$ cat config.mk
export PLATFORM = sky130hd
export DESIGN_NAME = shared_bus_xfer_flat
export DESIGN_NICKNAME = d
export VERILOG_FILES = /design/src/rtl/shared_bus_xfer_if.sv /design/src/rtl/shared_bus_xfer.sv /design/src/flat_wrapper.sv
export SDC_FILE = /design/constraint.sdc
export NUM_CORES = 1
export LEC_CHECK = 0
export CAP_MARGIN = 20
export CORE_MARGIN = 3
export CORE_UTILIZATION = 55
export CTS_BUF_LIST = sky130_fd_sc_hd__clkbuf_16
export CTS_CLUSTER_SIZE = 12
export DETAILED_ROUTE_END_ITERATION = 10
export DONT_BUFFER_PORTS = 1
export PLACE_DENSITY = 0.75
export SETUP_SLACK_MARGIN = 0.2
export SYNTH_ARGS = -nofsm -noshare
export SYNTH_HDL_FRONTEND = slang
export SYNTH_SLANG_ARGS = --single-unit
$ cat constraint.sdc
create_clock -name clk -period 2.8 [get_ports clk]
set_input_delay 0.7 -clock clk [delete_from_list [all_inputs] [get_ports clk]]
set_output_delay 0.7 -clock clk [all_outputs]
set_load 0.02 [all_outputs]
$ cat src/rtl/shared_bus_xfer_if.sv
// rtl/shared_bus_xfer_if.sv - grant, client and shared-bus signal bundle for shared_bus_xfer
//
// Signals:
//   gnt        one-hot grant from the arbiter, bit i = client i
//   cdata      client data, client i at [i*DW +: DW]
//   clen       client burst length (beats-1), client i at [i*LENW +: LENW]
//   bus_valid  shared bus beat valid
//   bus_data   shared bus data, 0 while bus_valid is low
//   bus_src    index of the client owning the current burst
//   bus_last   final beat of the burst
//   bus_ready  shared bus sink ready
//   beat_ack   one-hot per-beat acknowledge back to the owning client
//   done       one-hot one-cycle burst-complete pulse
//   busy       transfer engine not idle
//   err        one-cycle pulse on illegal grant or abort
// Modports: master = transfer engine, slave = clients/arbiter/sink side.
interface shared_bus_xfer_if #(
    parameter int DW   = 8,
    parameter int LENW = 4
);
    logic [3:0]        gnt;
    logic [4*DW-1:0]   cdata;
    logic [4*LENW-1:0] clen;
    logic              bus_valid;
    logic [DW-1:0]     bus_data;
    logic [1:0]        bus_src;
    logic              bus_last;
    logic              bus_ready;
    logic [3:0]        beat_ack;
    logic [3:0]        done;
    logic              busy;
    logic              err;

    modport master (
        input  gnt, cdata, clen, bus_ready,
        output bus_valid, bus_data, bus_src, bus_last, beat_ack, done, busy, err
    );

    modport slave (
        output gnt, cdata, clen, bus_ready,
        input  bus_valid, bus_data, bus_src, bus_last, beat_ack, done, busy, err
    );
endinterface

$ cat src/rtl/shared_bus_xfer.sv
// rtl/shared_bus_xfer.sv - moves a granted client's multi-beat burst onto a shared ready/valid bus
//
// Ports:
//   clk    clock, rising edge
//   n_rst  asynchronous active-low reset
//   xif    shared_bus_xfer_if.master (grant, client data/length, shared bus, acks, done, busy, err)
// Parameters: DW data width, LENW burst-length field width, TO_CYC stall timeout in cycles.
// Optional feature macro: XFER_TIMEOUT_EN enables the stall timeout abort.
module shared_bus_xfer #(
    parameter int DW     = 8,
    parameter int LENW   = 4,
    parameter int TO_CYC = 64
) (
    input  logic               clk,
    input  logic               n_rst,
    shared_bus_xfer_if.master  xif
);
    typedef enum logic [1:0] {
        IDLE = 2'd0,
        XFER = 2'd1,
        DONE = 2'd2
    } state_t;

    state_t          state;
    logic [1:0]      src;
    logic [LENW-1:0] cnt;
    logic [3:0]      done_r;
    logic            err_r;

    logic            gnt_onehot;
    logic            gnt_multi;
    logic [1:0]      gnt_idx;
    logic [LENW-1:0] clen_sel;
    logic [DW-1:0]   src_data;
    logic            in_xfer;
    logic            handshake;
    logic            timeout;

    // x & (x-1) clears the lowest set bit; zero result means at most one bit was set.
    assign gnt_onehot = (xif.gnt != 4'd0) && ((xif.gnt & (xif.gnt - 4'd1)) == 4'd0);
    assign gnt_multi  = (xif.gnt != 4'd0) && !gnt_onehot;

    always_comb begin
        gnt_idx = 2'd0;
        if (xif.gnt[1]) gnt_idx = 2'd1;
        if (xif.gnt[2]) gnt_idx = 2'd2;
        if (xif.gnt[3]) gnt_idx = 2'd3;
    end

    assign clen_sel  = xif.clen[int'(gnt_idx)*LENW +: LENW];
    assign src_data  = xif.cdata[int'(src)*DW +: DW];
    assign in_xfer   = (state == XFER);
    assign handshake = in_xfer && xif.bus_ready;

    assign xif.bus_valid = in_xfer;
    assign xif.bus_data  = in_xfer ? src_data : '0;
    assign xif.bus_src   = src;
    assign xif.bus_last  = in_xfer && (cnt == '0);
    assign xif.beat_ack  = handshake ? (4'b0001 << src) : 4'b0000;
    assign xif.busy      = (state != IDLE);
    assign xif.done      = done_r;
    assign xif.err       = err_r;

`ifdef XFER_TIMEOUT_EN
    localparam int SCW = $clog2(TO_CYC + 1);
    logic [SCW-1:0] stall_cnt;

    // Fires on the TO_CYC-th consecutive stalled cycle, i.e. when the counter would reach TO_CYC.
    assign timeout = in_xfer && !xif.bus_ready && (stall_cnt == SCW'(TO_CYC - 1));
`else
    wire [31:0] unused_to_cyc = 32'(TO_CYC);
    assign timeout = 1'b0;
`endif

    always_ff @(posedge clk or negedge n_rst) begin
        if (!n_rst) begin
            state  <= IDLE;
            src    <= 2'd0;
            cnt    <= '0;
            done_r <= 4'd0;
            err_r  <= 1'b0;
`ifdef XFER_TIMEOUT_EN
            stall_cnt <= '0;
`endif
        end else begin
            done_r <= 4'd0;
            err_r  <= 1'b0;
`ifdef XFER_TIMEOUT_EN
            if (in_xfer && !xif.bus_ready && xif.gnt[src] && !timeout)
                stall_cnt <= stall_cnt + 1'b1;
            else
                stall_cnt <= '0;
`endif
            case (state)
                IDLE: begin
                    if (gnt_onehot) begin
                        src   <= gnt_idx;
                        cnt   <= clen_sel;
                        state <= XFER;
                    end else if (gnt_multi) begin
                        err_r <= 1'b1;
                    end
                end
                XFER: begin
                    // A last-beat handshake wins over a coincident grant drop or timeout.
                    if (handshake && (cnt == '0)) begin
                        state  <= DONE;
                        done_r <= 4'b0001 << src;
                    end else if (!xif.gnt[src] || timeout) begin
                        state <= IDLE;
                        err_r <= 1'b1;
                    end else if (handshake) begin
                        cnt <= cnt - 1'b1;
                    end
                end
                DONE: begin
                    // One bubble cycle so the arbiter sees the request drop before regranting.
                    state <= IDLE;
                end
                default: begin
                    state <= IDLE;
                end
            endcase
        end
    end
endmodule
$ cat src/flat_wrapper.sv
// flat-port wrapper written by rule: the top's interface ports become plain ports
module shared_bus_xfer_flat 
#(
    parameter int DW     = 8,
    parameter int LENW   = 4,
    parameter int TO_CYC = 64
)
  (clk, n_rst, xif_gnt, xif_cdata, xif_clen, xif_bus_ready, xif_bus_valid, xif_bus_data, xif_bus_src, xif_bus_last, xif_beat_ack, xif_done, xif_busy, xif_err);
  shared_bus_xfer_if #(.DW(DW), .LENW(LENW)) xif_i ();
  input  logic clk;
  input  logic n_rst;
  input wire logic [$bits(xif_i.gnt)-1:0] xif_gnt;
  input wire logic [$bits(xif_i.cdata)-1:0] xif_cdata;
  input wire logic [$bits(xif_i.clen)-1:0] xif_clen;
  input wire logic [$bits(xif_i.bus_ready)-1:0] xif_bus_ready;
  output wire logic [$bits(xif_i.bus_valid)-1:0] xif_bus_valid;
  output wire logic [$bits(xif_i.bus_data)-1:0] xif_bus_data;
  output wire logic [$bits(xif_i.bus_src)-1:0] xif_bus_src;
  output wire logic [$bits(xif_i.bus_last)-1:0] xif_bus_last;
  output wire logic [$bits(xif_i.beat_ack)-1:0] xif_beat_ack;
  output wire logic [$bits(xif_i.done)-1:0] xif_done;
  output wire logic [$bits(xif_i.busy)-1:0] xif_busy;
  output wire logic [$bits(xif_i.err)-1:0] xif_err;
  assign xif_i.gnt = xif_gnt;
  assign xif_i.cdata = xif_cdata;
  assign xif_i.clen = xif_clen;
  assign xif_i.bus_ready = xif_bus_ready;
  assign xif_bus_valid = xif_i.bus_valid;
  assign xif_bus_data = xif_i.bus_data;
  assign xif_bus_src = xif_i.bus_src;
  assign xif_bus_last = xif_i.bus_last;
  assign xif_beat_ack = xif_i.beat_ack;
  assign xif_done = xif_i.done;
  assign xif_busy = xif_i.busy;
  assign xif_err = xif_i.err;
  shared_bus_xfer #(.DW(DW), .LENW(LENW), .TO_CYC(TO_CYC)) u_core (.clk(clk), .n_rst(n_rst), .xif(xif_i));
endmodule
# After elaboration in Yosys (flattened, before gate mapping)
# Index checks and enable logic that the tools add are counted.
dict set report classes {
  add_sub_neg 2
  magnitude_cmp 1
  eq_ne 6
  shifts 3
  muxes 23
  bitwise 1
  reduce_logical 15
}
# operator count
set op_table {}
lappend op_table {{$shiftx 32x6->8} 1}
lappend op_table {{$mux 4} 7}
lappend op_table {{$shiftx 16x5->4} 1}
lappend op_table {{$mux 2} 5}
lappend op_table {{$logic_not 4->1} 2}
lappend op_table {{$mux 8} 1}
lappend op_table {{$pmux 4 s2} 1}
lappend op_table {{$sub 4x1->4 const B} 2}
lappend op_table {{$mux 1} 6}
lappend op_table {{$ne 2x2->1 const B} 3}
lappend op_table {{$logic_and 1x1->1} 5}
lappend op_table {{$reduce_and 5->1} 1}
lappend op_table {{$and 4x4->4} 1}
lappend op_table {{$pmux 2 s2} 1}
lappend op_table {{$reduce_and 2->1} 2}
lappend op_table {{$reduce_bool 2->1} 2}
lappend op_table {{$reduce_bool 4->1} 1}
lappend op_table {{$shl 1x2->4 const A} 1}
lappend op_table {{$lt 2x3->1 const B} 1}
lappend op_table {{$ne 3x3->1 const B} 1}
lappend op_table {{$bmux 1 s2} 1}
lappend op_table {{$eq 2x1->1 const B} 1}
lappend op_table {{$logic_not 2->1} 1}
lappend op_table {{$ne 2x1->1 const B} 1}
lappend op_table {{other kinds (2)} 2}
dict set report totals {
  regBits 13
  out_inout_bits 22
}

# Logic depth before layout (Yosys ltp)
# Gate-level depths: netlist (run 1).
dict set report logic_depth {
  word_depth 9
  depth_mapped 6
  depth_no_buf 6
}

# Worst setup path before layout (run 1)
# No wires, ideal clock.
dict set report synth_path {
  path_type {flip-flop to output port}
  from {reg u_core.state[1]}
  to {out xif_beat_ack[0]}
  arrival_time_ns 1.613
  slack_ns 0.487
  path_stages_with_launch 7
  n_path_buf 2
  path_cell_list {dfrtp_1 > nand2b_1 > buf_2 > clkinv_1 > buf_2 > nand2_1 > nor3_1}
}
dict set report synth_via {
  elab_chain_cells 3
}
# element line
set synth_rtl {}
lappend synth_rtl {{start: declaration} shared_bus_xfer.sv:24} ;# state_t state;
lappend synth_rtl {{start signal: assignment} shared_bus_xfer.sv:77} ;# state <= IDLE;
lappend synth_rtl {{start signal: assignment} shared_bus_xfer.sv:99} ;# state <= XFER;
lappend synth_rtl {{start signal: assignment} shared_bus_xfer.sv:107} ;# state <= DONE;
lappend synth_rtl {{$eq 2x1->1} shared_bus_xfer.sv:52} ;# assign in_xfer = (state == XFER);
lappend synth_rtl {{via xif_bus_valid} flat_wrapper.sv:16} ;# output wire logic [$bits(xif_i.bus_valid)-1:0] xif_bus_valid;
lappend synth_rtl {{$logic_and 1x1->1} shared_bus_xfer.sv:53} ;# assign handshake = in_xfer && xif.bus_ready;
lappend synth_rtl {{$mux 4} shared_bus_xfer.sv:59} ;# assign xif.beat_ack = handshake ? (4'b0001 << src) : 4'b0000;
lappend synth_rtl {{end: declaration} flat_wrapper.sv:20} ;# output wire logic [$bits(xif_i.beat_ack)-1:0] xif_beat_ack;
# The timed path passes the listed nets, and every way through them passes these cells.

# Final worst setup path (run 1)
dict set report layout_path {
  from {reg u_core.src[0] (netlist: u_core.xif.bus_src[0])}
  to {out xif_bus_data[3]}
}
dict set report layout_via {
  elab_chain_cells 2
}
# element line
set layout_rtl {}
lappend layout_rtl {{start: declaration} shared_bus_xfer.sv:25} ;# logic [1:0] src;
lappend layout_rtl {{start signal: assignment} shared_bus_xfer.sv:97} ;# src <= gnt_idx;
lappend layout_rtl {{$shiftx 32x6->8} shared_bus_xfer.sv:51} ;# assign src_data = xif.cdata[int'(src)*DW +: DW];
lappend layout_rtl {{$mux 8} shared_bus_xfer.sv:56} ;# assign xif.bus_data = in_xfer ? src_data : '0;
lappend layout_rtl {{end: declaration} flat_wrapper.sv:17} ;# output wire logic [$bits(xif_i.bus_data)-1:0] xif_bus_data;
# Every way passes these cells.

==> results of run 1 <==
## worst max-delay path: stages (launching register included)
cell,delay (ps)
dfrtp_1,500
buf_4,280
mux4_2,510
and2_1,240
## state kept, by name (all words and copies together), names as in the netlist
| register | count |
|---|---|
| u_core.cnt | 4 |
| u_core.xif.done | 4 |
| u_core.state | 2 |
| u_core.xif.bus_src | 2 |
| u_core.xif.err | 1 |
## routing by layer
| layer | share of wire (%) | wire, µm | vias to the layer above |
|---|---|---|---|
| met2 | 52 | 1400 | 72 |
| met3 | 11 | 309 | 8 |
| met1 | 35 | 945 | 460 |
| met4 | 1.7 | 47 | 0 |
| li1 | - | - | 443 |
| met5 | 0 | 0 | - |
## cell type report
class                   count  area share [%]
clock inverters             1           0.303
clock buffers               3            6.05
multi-input cells          91            60.3
inverters                   8            2.72
flip-flops and latches     13            26.2
well taps                  25            2.52
repair buffers              3            1.82
## logic make-up (layout without fill, tap and decap cells)
group                      Yosys count  count (layout)  synth area share, %
adders and majority gates            3               3                 3.04
buffers and inverters               16              15                 6.94
xor gates and xnor gates             2               2                 1.52
muxes                               13              13                 22.6
DFF                                 13              13                 28.2
AOI/OAI and AO/OA                   28              28                 17.4
and+or+nand+nor                     45              45                 20.4
## how the worst min path moves through the flow
stage,startpoint,end
2_1_floorplan,n_rst,u_core.cnt[0]$_DFFE_PN0P_
3_3_place_gp,n_rst,u_core.xif.done[1]$_DFF_PN0_
3_5_place_dp,n_rst,u_core.xif.done[2]$_DFF_PN0_
4_1_cts,n_rst,u_core.cnt[2]$_DFFE_PN0P_
5_1_grt,n_rst,u_core.cnt[2]$_DFFE_PN0P_
6_report,n_rst,u_core.cnt[3]$_DFFE_PN0P_
## synthesized netlist by cell type
cell type and instances:
dfrtp_1 13, nand2_1 10, a21oi_1 8, and2_1 8
nor2_1 8, inv_1 7, mux4_2 5, nand2b_1 5
buf_2 4, mux4_1 4, nor3_1 4, o21ai_0 4
a211oi_1 3, a31oi_1 2, buf_6 2, clkbuf_1 2
ha_1 2, mux2_2 2, mux2i_1 2, nand3_1 2
nor4_1 2, o211ai_1 2, o32ai_1 2, xor2_1 2
a21oi_2 1, a221oi_2 1, a22o_1 1, a22oi_2 1
a32o_1 1, a32oi_1 1, and2_4 1, clkinv_1 1
maj3_1 1, nor2_2 1, nor2b_1 1, nor3b_1 1
o22a_1 1, or2_2 1, or3b_2 1
## power by group through the flow
stage	clock network [mW]	registers, mW	logic (mW)
after CTS	0.273	0.364	0.697
after global placement	0	0.362	0.668
final	0.267	0.364	0.696
after global routing	0.282	0.377	0.769
after floorplan	0	0.327	0.634
after detailed placement	0	0.366	0.688
## per-stage QoR
| step | instance area [µm²] | cells | hold WS (ps) |
|---|---|---|---|
| after floorplan | 1150 | 120 | 404 |
| after global placement | 1160 | 140 | 405 |
| after detailed placement | 1160 | 140 | 405 |
| after CTS | 1240 | 144 | 148 |
| after global routing | 1240 | 144 | 143 |
| final | 1240 | 144 | 152 |
## repair_timing
item | 4_1_cts | 5_1_grt
gates resized for setup | 0 | 1
setup buffers | 0 | 0
endpoints found under the setup margin | 0 | 9
hold endpoints to repair | 0 | 0
==> impl_results.md, run 1 <==
- Static leakage: 0.520 nW
- Worst Tran Pin Value: 654 ps
- CP required: 2100 ps
- Fin crit share: 88.5%
- Startpoint Class: flop
- Antenna-violating nets left: 0
- Ant diodes: 0
- Worst reg2reg path depth: 4
- Largest net degree at the start of global routing: 17
- DR WL/cell: 18.7 µm
- Reg clk slew, reported paths: 50 ps
- Met2 Use GR: 38.6%
- Port Buffers: 0
- Yosys top cell by area: dfrtp_1
- Final WS setup: 323 ps
- Post-layout min period: 2480 ps
- I/O Pins: 77
- Leading cell type in the layout, fill and taps excluded: dfrtp_1
- Die X-Extent: 51.8 µm
- Total GRT Usage: 21.5%
- Synthesized net count: 177
- Clock latency on the worst-skew pair: 240 ps
- CTS HTree Levels: 1
- Outcome: finished clean
- Sequential Area: 325 µm²
- DRT Wirelength: 2.70 mm
- Final hold vios: 0
- Layout cell share with drive strength beyond 1: 17.6%
- # rows: 15
- Power share of the clock group: 20.1%
- Fin. max-slew vios: 0
- Yosys warnings: 0
- Met3 global-route usage: 8.02%
- Synth area leaders: dfrtp_1 (28%), mux4_2 (9.8%), mux4_1 (9.1%)
- Sequential-to-total area share from yosys stat: 28.2%
- Hold crit path type: input pin to async pin
- Fillers: 144
- M1 GR Usage: 22.2%
- Core Util, Final: 66.7%
- Flop pwr share: 27.4%
- R2R Path Start: u_core.xif.bus_src[1]$_DFFE_PN0P_
- Top cell type's share of synthesized area: 28.2%
- Maximum VDD drop: 535 µV
- DRC violations left: 0
- Peak Freq: 404 MHz
- Max Root-Sink Buffers: 2
- Seq cells post-synth: 13
- First-pass GRT wire length: 4.28 mm
- Antenna violations before repair: 0
- CP arrival: 1780 ps
- Final setup vio count: 0
- Root Driver: clkbuf_16
- Via count: 983
- Layout area overhead: 7.48%
- Busiest grt layer: met2
- Die Y: 51.8 µm
- Comb pwr share: 52.5%
- Dpl hpwl: 2.07 mm
- P per Cell Area: 1070 nW/µm²
- Hold-fix buffers at CTS: 0
- First-pass DRT Iterations: 5
- CTS Buf Count: 3
- Core Region: 1860 µm²
- Clk_skew: 1.50 ps
- Number of global-route vias before repair: 935
- Gr ovfl total: 0
- Multi-input gate area: 748 µm²
- Normalized max-slew margin: 56.4%
- Number of library cell types mapped by synthesis: 39
- Clk sinks: 13
- Worst setup path start: u_core.xif.bus_src[0]$_DFFE_PN0P_
- Die area: 2680 µm²
- RSZ-0062 raised after global routing: no
- Reg2reg setup slack: 940 ps
- RePlAce Congestion: 0.864
- DR vias/cell: 6.83
- CP Class: flop to primary output
- Initial drt markers: 23
- Crit path capture type: primary output
- Initial core utilization: 62.1%
- Max-cap violations: 0
- Crit path max fanout: 10
- Syn Area/Cell: 9.61 µm²
- Synth Cell Area: 1150 µm²
- Crit path to: xif_bus_data[3]
- Net switching power: 0.587 mW
- Nets: 177
- Total power: 1.33 mW
- Mapped Cells: 120
- Switching Share: 44.2%
- Setup TNS: 0 ps
- Int Pwr: 0.740 mW
- CTS tree: done
- Pre-CTS WS: 564 ps
- R2R Path End: u_core.cnt[3]$_DFFE_PN0P_
- Commonest cells after routing, fill and taps aside: dfrtp_1 (13), nand2_1 (10)
No activity file was read; power rests on OpenSTA's default activity.
==> run 2, diff against run 1 <==
CORE_UTILIZATION = 30   (was 55)
PLACE_DENSITY = 0.49   (was 0.75)
clock period = 3.03 ns   (was 2.8 ns; I/O delays follow)
==> run 2 against run 1 <==
Utilization down 31 points. Register-to-register slack better by 220 ps. Critical path type unchanged. Cell area up 1.3%. Critical path depth down 1.
==> impl_results.md, run 2 (synthesized netlist as in run 1, its figures left out) <==
- Outcome: finished clean
- Normalized max-slew margin: 52.2% (-4.2 points)
- Die Y: 68.0 µm (+31%)
- Startpoint Class: flop
- Levels on crit path: 2 (-1)
- Maximum VDD drop: 370 µV (-31%)
- CTS Buf Count: 3 (unchanged)
- Static leakage: 0.516 nW (-0.78%)
- Gr ovfl total: 0 (unchanged)
- Clk sinks: 13 (unchanged)
- Ant diodes: 0 (unchanged)
- Number of global-route vias before repair: 980 (+4.8%)
- Delay-heaviest family, CP: flip-flops
- Fin. max-slew vios: 0 (unchanged)
- CP required: 2270 ps (+170 ps)
- Max Root-Sink Buffers: 2 (unchanged)
- P per Cell Area: 965 nW/µm² (-9.9%)
- Antenna-violating nets left: 0 (unchanged)
- Hold crit path type: input pin to async pin
- Worst setup path start: u_core.xif.bus_src[0]$_DFFE_PN0P_
- CP Class: flop to primary output
- CP arrival: 1740 ps (-40 ps)
- CTS HTree Levels: 1 (unchanged)
- RSZ-0062 raised after global routing: no
- Fillers: 363 (+150%)
- Core Util, Final: 35.7% (-31 points)
- # rows: 21 (+6)
- Largest net degree at the start of global routing: 19 (+2)
- Nets: 176 (-0.56%)
- Crit path max fanout: 16 (+6)
- CP peak stage delay: 660 ps (+150 ps)
- Final hold vios: 0 (unchanged)
- Reg clk slew, reported paths: 50 ps (about the same)
- RePlAce Congestion: 0.814 (-5.7%)
- Antenna violations before repair: 0 (unchanged)
- CP bufs+invs: 0 (-1)
- Fin crit share: 82.5%
- Peak Freq: 400 MHz
- First-pass GRT wire length: 4.48 mm (+4.7%)
- Leading cell type in the layout, fill and taps excluded: dfrtp_1
- DP Cell Count: 160 (+14%)
- Layout area overhead: 8.89%
- Setup TNS: 0 ps (unchanged)
- Dpl hpwl: 2.39 mm (+15%)
- Via count: 913 (-7.1%)
- Worst reg2reg path depth: 4 (unchanged)
- Total GRT Usage: 12.8% (-8.8 points)
- Die area: 4630 µm² (+72%)
- Core Region: 3520 µm² (+89%)
- Reg2reg setup slack: 1160 ps (+220 ps)
- Worst Tran Pin Value: 717 ps (+62.8 ps)
- DR vias/cell: 5.57 (-18%)
- Max-cap violations: 0 (unchanged)
- Commonest cells after routing, fill and taps aside: dfrtp_1 (12), nand2_1 (10)
- R2R Path Start: u_core.xif.bus_src[0]$_DFFE_PN0P_
- Final setup vio count: 0 (unchanged)
- DRT Wirelength: 2.97 mm (+10%)
- Clock latency on the worst-skew pair: 240 ps (about the same)
- DR WL/cell: 18.1 µm (-3.3%)
- Crit path capture type: primary output
- Post-Layout Cell Count: 164 (+14%)
- R2R Path End: u_core.cnt[3]$_DFFE_PN0P_
- Port Buffers: 0 (unchanged)
- Critical-path cell with the highest stage delay: dfrtp_2
- Post-layout min period: 2500 ps
- Die X-Extent: 68.0 µm (+31%)
- CTS tree: done
- Clk_skew: 4.46 ps (+2.96 ps)
- First-pass DRT Iterations: 4 (-1)
- Layout cell share with drive strength beyond 1: 16.9% (-0.70 points)
- Initial core utilization: 32.8% (-29 points)
- I/O Pins: 77 (unchanged)
- Cell Chain, Critical Path: mux4_1 > and2_1
- Crit path to: xif_bus_data[1]
- Root Driver: clkbuf_16
- DRC violations left: 0 (unchanged)
- Initial drt markers: 23 (unchanged)
- Hold-fix buffers at CTS: 0 (unchanged)
## run 2: changes by cell type in the layout (fill, tap and decap cells not counted)
cell / change
buf_4: -1
clkinvlp_4: -1
clkinv_1: +1
dfrtp_1: -1
dfrtp_2: +1
## run 2: per-stage QoR
stage	hold WS [ps]	setup slack, ps	area (µm²)	power, mW
final	207	531	1260	1.21
after global routing	198	441	1260	1.31
after CTS	203	249	1250	1.23
after detailed placement	463	476	1180	0.976
after global placement	463	522	1180	0.967
after floorplan	447	660	1150	0.889
## run 2: timing repair
| action | CTS | global route |
|---|---|---|
| resized for setup | 0 | 1 |
| setup buffers | 0 | 0 |
| endpoints found under the setup margin | 0 | 6 |
| hold endpoints to repair | 0 | 0 |
## run 2: worst min-delay path by stage
stage	from	endpoint	slack, ps	depth (start not counted)
5_1_grt	n_rst	u_core.cnt[0]$_DFFE_PN0P_	200	0
4_1_cts	n_rst	u_core.cnt[1]$_DFFE_PN0P_	200	0
2_1_floorplan	u_core.state[1]$_DFFE_PN0P_	u_core.xif.err$_DFF_PN0_	450	1
3_3_place_gp	n_rst	u_core.cnt[1]$_DFFE_PN0P_	460	0
3_5_place_dp	n_rst	u_core.cnt[1]$_DFFE_PN0P_	460	0
6_report	n_rst	u_core.cnt[1]$_DFFE_PN0P_	210	0
## run 2: where the power goes
group | switching (mW) | total (mW) | internal [mW]
clock network | 0.0739 | 0.248 | 0.174
logic | 0.321 | 0.590 | 0.270
registers | 0.144 | 0.374 | 0.231
total | 0.538 | 1.21 | 0.674
## run 2: final cells by class
cell class / instances / area (µm²) / share of cell area (%)
multi-input combinational: 91 / 748 / 59.6
sequential: 13 / 327 / 26.0
clock buffer: 3 / 75.1 / 5.98
tap: 46 / 57.6 / 4.58
inverter: 8 / 30.0 / 2.39
timing repair buffer: 2 / 15.0 / 1.20
clock inverter: 1 / 3.75 / 0.299
## run 2: worst reg2reg max path: stages (launching register included)
cell	delay, ps
dfrtp_2	660
mux4_2	680
nor2_2	130
a21oi_2	70
a221oi_2	250
## run 2: routing by layer
metal	vias to the layer above	track usage (%)	part of all wire, %
met2	54	24.7	50
met3	2	5.09	14
li1	442	-	-
met1	415	12.8	36
met4	0	2.23	0.40
met5	-	0	0
==> run 3, diff against run 2 <==
PLACE_DENSITY = 0.5   (was 0.49)
clock period = 2.1 ns   (was 3.03 ns; I/O delays follow)
==> run 3 against run 2 <==
Largest cell class unchanged. Combinational power grew to 2.6 times the previous value. Clock skew shrank 0.86 ps. Cell area grew 25%. Critical path depth grew 1. Die area is the same. Via count grew 11%. Sequential power grew 29%. Critical path type unchanged. Final cell count grew 9.8%. Global-route usage grew 0.85 points. Sequential share of layout area shrank 5.0 points.
==> impl_results.md, run 3 (synthesized netlist as in run 1, its figures left out) <==
- Setup TNS: 0 ps (unchanged)
- Post-Layout Cell Count: 180 (+9.8%)
- P per Cell Area: 1500 nW/µm² (+56%)
- Leading cell type in the layout, fill and taps excluded: dfrtp_1
- Ant diodes: 0 (unchanged)
- R2R Path End: u_core.cnt[2]$_DFFE_PN0P_
- Maximum VDD drop: 553 µV (+50%)
- Initial core utilization: 32.8% (unchanged)
- Initial drt markers: 8 (-65%)
- Largest net degree at the start of global routing: 14 (-5)
- Fin crit share: 99.2%
- Root Driver: clkbuf_16
- Outcome: finished clean
- Sink of the worst hold path: u_core.xif.err$_DFF_PN0_
- CTS tree: done
- Flop pwr share: 20.5% (-10 points)
- Clk sinks: 13 (unchanged)
- Int Pwr: 1.35 mW (+100%)
- WHS Path Cells: 3
- CTS HTree Levels: 1 (unchanged)
- Reg clk slew, reported paths: 40 ps (about the same)
- CP peak stage delay: 510 ps (-150 ps)
- Net switching power: 1.01 mW (+87%)
- Antenna violations before repair: 0 (unchanged)
- Power share of the clock group: 14.6% (-5.9 points)
- CP Class: flop to primary output
- Reg2reg setup slack: 70 ps (-1090 ps)
- Crit path capture type: primary output
- Max Root-Sink Buffers: 2 (unchanged)
- Normalized max-slew margin: 59.7% (+7.5 points)
- CTS Buf Count: 3 (unchanged)
- Die area: 4630 µm² (unchanged)
- RePlAce Congestion: 0.853 (+4.8%)
- Core Region: 3520 µm² (unchanged)
- Peak Freq: 480 MHz
- Worst reg2reg path depth: 7 (+3)
- Fin. max-slew vios: 0 (unchanged)
- Gr ovfl total: 0 (unchanged)
- DP Cell Count: 165 (+3.1%)
- CP arrival: 1560 ps (-180 ps)
- DRT Wirelength: 3.41 mm (+15%)
- Critical-path cell with the highest stage delay: dfrtp_4
- Antenna-violating nets left: 0 (unchanged)
- First-pass DRT Iterations: 4 (unchanged)
- Number of global-route vias before repair: 1069 (+9.1%)
- Clk_skew: 3.60 ps (-0.861 ps)
- Delay-heaviest family, CP: flip-flops
- Startpoint Class: flop
- RSZ-0062 raised after global routing: yes
- R2R Path Start: u_core.xif.bus_src[0]$_DFFE_PN0P_
- Cell Chain, Critical Path: buf_6 > mux4_2 > and2_4
- Port Buffers: 0 (unchanged)
- Crit path max fanout: 7 (-9)
- Via count: 1011 (+11%)
- Die Y: 68.0 µm (unchanged)
- Total GRT Usage: 13.6% (+0.85 points)
- Dpl hpwl: 2.59 mm (+8.2%)
- Clock latency on the worst-skew pair: 240 ps (about the same)
- Die X-Extent: 68.0 µm (unchanged)
- Critical hold path startpoint: xif_bus_ready
- Max-cap violations: 0 (unchanged)
- CP required: 1570 ps (-700 ps)
- Switching Share: 42.6% (-1.8 points)
- Nets: 192 (+9.1%)
- I/O Pins: 77 (unchanged)
- Total power: 2.36 mW (+95%)
- Layout area overhead: 36.1%
- Comb pwr share: 64.9% (+16 points)
- Fillers: 340 (-6.3%)
- First-pass GRT wire length: 4.79 mm (+6.9%)
- Final hold vios: 0 (unchanged)
- Hold crit path type: input pin to flop
- Static leakage: 0.645 nW (+25%)
- CP bufs+invs: 1 (+1)
- Post-layout min period: 2080 ps
- DR vias/cell: 5.62 (+0.89%)
- Commonest cells after routing, fill and taps aside: dfrtp_1 (12), buf_4 (10), and2_4 (9)
- Worst Tran Pin Value: 602 ps (-114 ps)
- Final setup vio count: 0 (unchanged)
- DR WL/cell: 18.9 µm (+4.6%)
- Layout cell share with drive strength beyond 1: 45.5% (+29 points)
- DRC violations left: 0 (unchanged)
- # rows: 21 (unchanged)
==> run 3: cell types whose count changed in the layout (fill, tap and decap cells not counted), moves of 4 or more <==
| cell | before | now |
|---|---|---|
| buf_6 | 0 | 6 |
| buf_4 | 2 | 10 |
| and2_1 | 8 | 0 |
| nor2_4 | 0 | 4 |
| nor2_1 | 8 | 4 |
| and2_4 | 1 | 9 |
==> run 3: power by group through the flow <==
| stage | logic, mW | registers (mW) | clock network, mW |
|---|---|---|---|
| after global routing | 1.66 | 0.503 | 0.371 |
| final | 1.53 | 0.483 | 0.344 |
| after floorplan | 0.930 | 0.439 | 0 |
| after global placement | 1.02 | 0.489 | 0 |
| after CTS | 1.33 | 0.483 | 0.355 |
| after detailed placement | 1.04 | 0.496 | 0 |
==> run 3: how the worst max path moves through the flow <==
stage | slack, ps | cells past startpoint | from | to
floorplan | 170 | 6 | u_core.state[1]$_DFFE_PN0P_ | xif_beat_ack[0]
global placement | 170 | 5 | u_core.xif.bus_src[0]$_DFFE_PN0P_ | u_core.cnt[3]$_DFFE_PN0P_
detailed placement | 130 | 5 | u_core.xif.bus_src[0]$_DFFE_PN0P_ | u_core.cnt[3]$_DFFE_PN0P_
CTS | 5 | 3 | u_core.xif.bus_src[0]$_DFFE_PN0P_ | xif_bus_data[5]
global route | -40 | 7 | u_core.xif.bus_src[0]$_DFFE_PN0P_ | u_core.cnt[3]$_DFFE_PN0P_
finish | 20 | 3 | u_core.xif.bus_src[0]$_DFFE_PN0P_ | xif_bus_data[5]
==> run 3: per-stage QoR <==
step	hold WS, ps	worst slack (ps)	util [%]	instance area (µm²)
3_5_place_dp	230	133	35.6	1250
5_1_grt	467	-40.2	44.6	1570
4_1_cts	473	4.86	41.9	1470
6_report	465	17.7	44.6	1570
2_1_floorplan	229	166	-	1210
3_3_place_gp	230	170	35.6	1250
==> run 3: repair_timing <==
| item | in CTS | in global routing |
|---|---|---|
| pin swaps | 9 | 9 |
| resized for setup | 22 | 19 |
| hold buffers | 1 | 0 |
| endpoints found under the setup margin | 12 | 19 |
| buffers inserted | 10 | 0 |
| endpoints found under the hold margin | 13 | 0 |
==> run 3: cell type report <==
class / instances / area, µm² / area share, %
clock buffers: 3 / 75.1 / 4.78
clock inverters: 1 / 3.75 / 0.239
inverters: 8 / 30.0 / 1.91
multi-input cells: 91 / 902 / 57.5
flip-flops and latches: 13 / 329 / 21.0
well taps: 46 / 57.6 / 3.67
repair buffers: 18 / 173 / 11.0
==> run 3: routing by layer <==
layer | vias to the layer above | global-route usage [%] | wire, µm
met1 | 482 | 12.8 | 1110
met4 | 0 | 2.23 | 0
met3 | 0 | 5.42 | 421
li1 | 473 | - | -
met5 | - | 0 | 0
met2 | 56 | 27.4 | 1870
==> run 3: tightest hold or removal path, stage by stage <==
cell,delay [ps]
a21oi_2,30
nand2_1,50
a21oi_1,50
